### src/rtl/ram_3port_ctrl.sv
// ----------------------------------------------------------------------------
// ram_3port_ctrl
//
// Request-side controller in front of the 1-write/2-read register-file RAM.
// After reset it sweeps INIT_VALUE into every RAM location. It then passes one
// write channel and two read channels straight through to the independent RAM
// ports. Read responses come back one cycle after acceptance.
//
// Optional feature (compile-time macro RAM_FWD_EN):
//   When the macro is defined, a read that collides with a same-cycle write
//   (same address, both accepted) returns the new write data.
//   When it is undefined, such a read returns the RAM's pre-write word.
//
// Ports:
//   clk_i, rst_i                 clock, synchronous active-high reset
//   init_done_o                  high once the init sweep has finished
//   wr_valid_i / wr_ready_o      write handshake
//   wr_addr_i / wr_data_i        write address and data
//   rdN_valid_i / rdN_ready_o    read handshake, N = 1, 2
//   rdN_addr_i                   read address
//   rdN_resp_valid_o             one-cycle response pulse
//   rdN_resp_data_o              response data, 0 while rdN_resp_valid_o is low
//   ram_write_en_o / ram_write_addr_o / ram_write_data_o   RAM write port
//   ram_read_addrN_o             RAM read port N address
//   ram_read_dataN_i             RAM read port N data (one-cycle latency)
// ----------------------------------------------------------------------------
module ram_3port_ctrl #(
    parameter int                    ADDR_WIDTH = 6,
    parameter int                    DATA_WIDTH = 64,
    parameter logic [DATA_WIDTH-1:0] INIT_VALUE = '0
) (
    input  logic                  clk_i,
    input  logic                  rst_i,
    output logic                  init_done_o,
    input  logic                  wr_valid_i,
    output logic                  wr_ready_o,
    input  logic [ADDR_WIDTH-1:0] wr_addr_i,
    input  logic [DATA_WIDTH-1:0] wr_data_i,
    input  logic                  rd1_valid_i,
    output logic                  rd1_ready_o,
    input  logic [ADDR_WIDTH-1:0] rd1_addr_i,
    output logic                  rd1_resp_valid_o,
    output logic [DATA_WIDTH-1:0] rd1_resp_data_o,
    input  logic                  rd2_valid_i,
    output logic                  rd2_ready_o,
    input  logic [ADDR_WIDTH-1:0] rd2_addr_i,
    output logic                  rd2_resp_valid_o,
    output logic [DATA_WIDTH-1:0] rd2_resp_data_o,
    output logic                  ram_write_en_o,
    output logic [ADDR_WIDTH-1:0] ram_write_addr_o,
    output logic [DATA_WIDTH-1:0] ram_write_data_o,
    output logic [ADDR_WIDTH-1:0] ram_read_addr1_o,
    output logic [ADDR_WIDTH-1:0] ram_read_addr2_o,
    input  logic [DATA_WIDTH-1:0] ram_read_data1_i,
    input  logic [DATA_WIDTH-1:0] ram_read_data2_i
);

    localparam int DEPTH     = 1 << ADDR_WIDTH;
    // One extra bit so the terminal count never aliases back to address 0.
    localparam int CNT_WIDTH = ADDR_WIDTH + 1;
    localparam logic [CNT_WIDTH-1:0] LAST_ADDR = CNT_WIDTH'(DEPTH - 1);

    typedef enum logic {
        ST_INIT,
        ST_RUN
    } state_t;

    state_t               state_q, state_d;
    logic [CNT_WIDTH-1:0] sweepCnt_q, sweepCnt_d;
    logic                 running;
    logic                 rd1Accept, rd2Accept;
    logic                 rd1Pend_q, rd2Pend_q;

    // Holding reset masks every handshake, so nothing is accepted in a reset cycle.
    assign running   = (state_q == ST_RUN) && !rst_i;
    assign rd1Accept = rd1_valid_i && running;
    assign rd2Accept = rd2_valid_i && running;

    // State register and sweep counter.
    always_ff @(posedge clk_i) begin
        if (rst_i) begin
            state_q    <= ST_INIT;
            sweepCnt_q <= '0;
        end else begin
            state_q    <= state_d;
            sweepCnt_q <= sweepCnt_d;
        end
    end

    // Next state: the sweep advances one address per cycle and hands over to
    // RUN right after the last location has been written.
    always_comb begin
        state_d    = state_q;
        sweepCnt_d = sweepCnt_q;
        case (state_q)
            ST_INIT: begin
                sweepCnt_d = sweepCnt_q + 1'b1;
                if (sweepCnt_q == LAST_ADDR) begin
                    state_d = ST_RUN;
                end
            end
            ST_RUN: begin
                state_d = ST_RUN;
            end
            default: begin
                state_d = ST_INIT;
            end
        endcase
    end

    // Outputs: in INIT the write port is owned by the sweep. In RUN all three
    // channels map straight onto their own RAM port, so no arbitration is needed.
    always_comb begin
        init_done_o      = running;
        wr_ready_o       = running;
        rd1_ready_o      = running;
        rd2_ready_o      = running;
        ram_read_addr1_o = rd1_addr_i;
        ram_read_addr2_o = rd2_addr_i;
        ram_write_en_o   = 1'b0;
        ram_write_addr_o = wr_addr_i;
        ram_write_data_o = wr_data_i;
        if (state_q == ST_INIT) begin
            ram_write_en_o   = !rst_i;
            ram_write_addr_o = sweepCnt_q[ADDR_WIDTH-1:0];
            ram_write_data_o = INIT_VALUE;
        end else begin
            ram_write_en_o   = wr_valid_i && running;
        end
    end

    // Accepted reads become a response exactly one cycle later, in step with
    // the RAM's registered read data.
    always_ff @(posedge clk_i) begin
        if (rst_i) begin
            rd1Pend_q <= 1'b0;
            rd2Pend_q <= 1'b0;
        end else begin
            rd1Pend_q <= rd1Accept;
            rd2Pend_q <= rd2Accept;
        end
    end

`ifdef RAM_FWD_EN
    logic                  wrAccept;
    logic                  rd1Hit_q, rd2Hit_q;
    logic [DATA_WIDTH-1:0] rd1Fwd_q, rd2Fwd_q;

    assign wrAccept = wr_valid_i && running;

    // The RAM hands back the old word on a same-cycle collision, so capture
    // the write data and remember that this channel must use it.
    always_ff @(posedge clk_i) begin
        if (rst_i) begin
            rd1Hit_q <= 1'b0;
            rd2Hit_q <= 1'b0;
            rd1Fwd_q <= '0;
            rd2Fwd_q <= '0;
        end else begin
            rd1Hit_q <= wrAccept && rd1Accept && (wr_addr_i == rd1_addr_i);
            rd2Hit_q <= wrAccept && rd2Accept && (wr_addr_i == rd2_addr_i);
            rd1Fwd_q <= wr_data_i;
            rd2Fwd_q <= wr_data_i;
        end
    end
`endif

    // A response still pending when reset arrives is dropped, not delivered.
    always_comb begin
        rd1_resp_valid_o = rd1Pend_q && !rst_i;
        rd2_resp_valid_o = rd2Pend_q && !rst_i;
        rd1_resp_data_o  = '0;
        rd2_resp_data_o  = '0;
`ifdef RAM_FWD_EN
        if (rd1Pend_q && !rst_i) rd1_resp_data_o = rd1Hit_q ? rd1Fwd_q : ram_read_data1_i;
        if (rd2Pend_q && !rst_i) rd2_resp_data_o = rd2Hit_q ? rd2Fwd_q : ram_read_data2_i;
`else
        if (rd1Pend_q && !rst_i) rd1_resp_data_o = ram_read_data1_i;
        if (rd2Pend_q && !rst_i) rd2_resp_data_o = ram_read_data2_i;
`endif
    end

endmodule

### config.mk
export PLATFORM = sky130hd
export DESIGN_NAME = ram_3port_ctrl
export DESIGN_NICKNAME = d
export VERILOG_FILES = /design/src/rtl/ram_3port_ctrl.sv
export SDC_FILE = /design/constraint.sdc
export NUM_CORES = 1
export LEC_CHECK = 0
export ABC_AREA = 1
export ABC_CLOCK_PERIOD_IN_PS = 1500
export CAP_MARGIN = 20
export CELL_PAD_IN_SITES_DETAIL_PLACEMENT = 1
export CELL_PAD_IN_SITES_GLOBAL_PLACEMENT = 1
export CORE_AREA = 2 2 166 168
export CTS_BUF_LIST = sky130_fd_sc_hd__clkbuf_16
export DETAILED_ROUTE_END_ITERATION = 6
export DIE_AREA = 0 0 168 170
export MAX_ROUTING_LAYER = met4
export PLACE_DENSITY_LB_ADDON = 0.1
export SYNTH_ARGS = -nofsm -noshare
export SYNTH_HDL_FRONTEND = slang
export SYNTH_SLANG_ARGS = --single-unit
### constraint.sdc
create_clock -name clk_i -period 1.5 [get_ports clk_i]
set_input_delay 0.3 -clock clk_i [delete_from_list [all_inputs] [get_ports clk_i]]
set_output_delay 0.3 -clock clk_i [all_outputs]
set_load 0.01 [all_outputs]
==> key figures <==
Floorplan
  – Site Rows: 60
  – Placeable Area: 26700 um2
  – Die height: roughly 170 um
  – Num ports: about 430
  – Die Width: between 150 and 200 um
  – Die footprint: 28600 um2
  – Initial Util: 0.0834

Final layout
  – P&R area growth vs syn: 264%
  – Area of the multi-input gates: 1780 um2
  – Design area: between 8000 and 9000 um2
  – Share of cells above drive strength 1: 0.444
  – Fillers: ~3200
  – Fin util: 0.303
  – Nets: around 1200
  – Seq. cell area: between 200 and 250 um2

Logic synthesis
  – Synth Instances: between 500 and 600
  – Largest cells by area after synthesis: inv_1 (35%), nor2_1 (25%), nand2_1 (15%)
  – Proportion of netlist area held by the largest area contributor: 0.350
  – Synth cell types: 16
  – Avg Inst Size Synth: 4.40 um2
  – Count leader, synth: inv_1
  – Post-synth top area cell: inv_1
  – Register bit total from synthesis: 10
  – Mapped Area: roughly 2200 um2
  – Sequential element share of the synthesized area: 0.0901
  – EDFF count, synth: 0
  – Post-synth ARST share: 0
  – Main synth FF type: dfxtp_1
  – Synth warnings: 0
  – Post-Syn Nets: 721
  – Leading cell types by count after synthesis: inv_1 (207), nor2_1 (147), nand2_1 (87)

Route
  – Drt wl/cell: around 15 um
  – 1st-iter DRT viols: 77
  – Routed vias/inst: 3.40
  – Via count: ~4400
  – Drt drc: 0
  – Initial DRT Pass Iterations: 3
  – Antenna-violating nets left: 0
  – Final wirelength: approximately 19000 um

GRT
  – GR Util met1: 0.141
  – Met2 global-route usage: 0.231
  – Remaining global-route overflow: 0
  – Total Routing Usage GR: 0.128
  – Met3 usage: 0.0391
  – Initial antenna violation count: 1
  – Global-route wire length before repair: 27000 um
  – Vias in the first global route: between 4000 and 5000
  – GR peak layer: met2
  – Largest net degree at the start of global routing: 24

Timing
  – Worst Tran Pin Value: roughly 0.26 ns
  – Setup violations, final: 48
  – Final min period: 1.64 ns
  – Unrepaired setup endpoints after global routing: yes
  – Fin Clk Skew: about 0.0024 ns
  – Rel. slew slack: 0.823
  – Final Cycle Share: 1.09
  – Max-slew violation count: 0
  – FMAX: a little over 600 MHz
  – Final setup margin: -0.139 ns
  – Fin. Hold Viols: 0

Clock network
  – Htree depth: 1
  – # clock sinks: 10
  – Later-pin clock latency in the skew report: between 0.2 and 0.25 ns
  – CTS tree: built
  – CTS buffer count: 3
  – CTS clock-pin slew for the worst setup and hold paths: about 0.050 ns
  – CTS max path bufs: 2
  – Clock Root Buffer: clkbuf_16
  – Post-CTS Hold Fix Bufs: 0

Power
  – Leak pwr: about 4.5 nW
  – Max VDD drop: ~220 uV
  – P per Cell Area: 191 nW/um2
  – Power Total: about 1.5 mW

Worst setup path
  – Kind of critical path: reg -> out
  – Worst Path Required: between 1 and 1.5 ns
  – CP arrival: between 1 and 1.5 ns
  – Setup crit end kind: output port
  – CP Max Fanout: 7
  – Startpoint Class: register

Placed design
  – Setup WS pre-CTS: -0.709 ns
  – Placed instance area: roughly 6700 um2
  – Routability Congestion: ~0.74
  – Buffers on Ports: 407
  – Post-DP HPWL: 14700 um

Run status
  – Outcome: complete, but fails checks
  – Failing checks: setup timing

Min path
  – Hold Crit Class: in -> reg

Flow run
  – Max Cap Viol: 0
## metrics by stage
stage               TNS (ns)  std cells  hold WS (ns)
CTS                   -10.66       1287         0.375
global route           -7.09       1290         0.392
floorplan                  0        505         0.369
finish                 -2.58       1290         0.383
global placement     -100.44       1235         0.516
detailed placement   -100.79       1235         0.520
## area by class of cell
class,count,area share
repair buffers,475,0.594
multi-input cells,251,0.220
inverters,208,0.0973
well taps,341,0.0528
flip-flops and latches,10,0.0261
clock buffers,3,0.00928
clock inverters,1,0.000464
diodes,1,0.000309
## cell families after synthesis
family                   count (synthesis)  synth area share
buffers and inverters                  246             0.477
AND/OR/NAND/NOR                        240             0.409
flip-flops                              10            0.0901
AO/OA/AOI/OAI                            8            0.0180
adder cells (fa/ha/maj)                  1           0.00563
## state kept, by name, summed over array words and instances, names as in the netlist
name        count
sweepCnt_q      7
state_q         1
rd2Pend_q       1
rd1Pend_q       1
## worst paths after layout
| kind | startpoint | endpoint | slack (ns) | cells after the start |
|---|---|---|---|---|
| hold / removal | rst_i | sweepCnt_q[0] | 0.38 | 3 |
| hold reg to reg | sweepCnt_q[6] | sweepCnt_q[6] | 0.52 | 2 |
| setup reg to reg | state_q | sweepCnt_q[4] | 0.13 | 9 |
| setup / recovery | state_q | ram_write_data_o[56] | -0.14 | 7 |
## cell usage in the layout, fill, tap and decap left out, types with 4 or more instances in the layout
cell	n
buf_6	109
buf_4	23
nand2_2	11
clkdlybuf4s15_2	13
buf_2	71
clkdlybuf4s50_1	200
clkbuf_16	5
nor2_2	30
nand2_8	4
buf_12	16
nor2_1	43
clkbuf_2	19
nor2_4	74
inv_2	12
dfxtp_1	7
buf_16	10
buf_8	7
nand2_4	9
nand2_1	65
inv_1	194
## critical path: stages (launching register included)
cell and delay, ns:
dfxtp_4 0.38, buf_12 0.14, buf_12 0.13, buf_16 0.13
buf_6 0.12, nand2_4 0.04, inv_2 0.03, buf_6 0.11
## power breakdown
part	internal (mW)	switching, mW	leakage, nW
logic	0.532	0.233	4.40
registers	0.268	0.00776	0.0836
clock network	0.352	0.153	0.0385
total	1.15	0.394	4.52
## layer usage
layer | up-vias | share of wire
met5 | - | 0
met2 | 254 | 0.52
met4 | 0 | 0.020
met3 | 18 | 0.091
li1 | 2193 | -
met1 | 1925 | 0.37
## timing repair
item                                    4_1_cts  5_1_grt
cloned                                       17        2
pin swaps                                     8       16
setup buffers                                31        8
gates resized for setup                     853      344
endpoints found under the setup margin      205      185
Note: power is estimated with default switching activity, not from simulation.
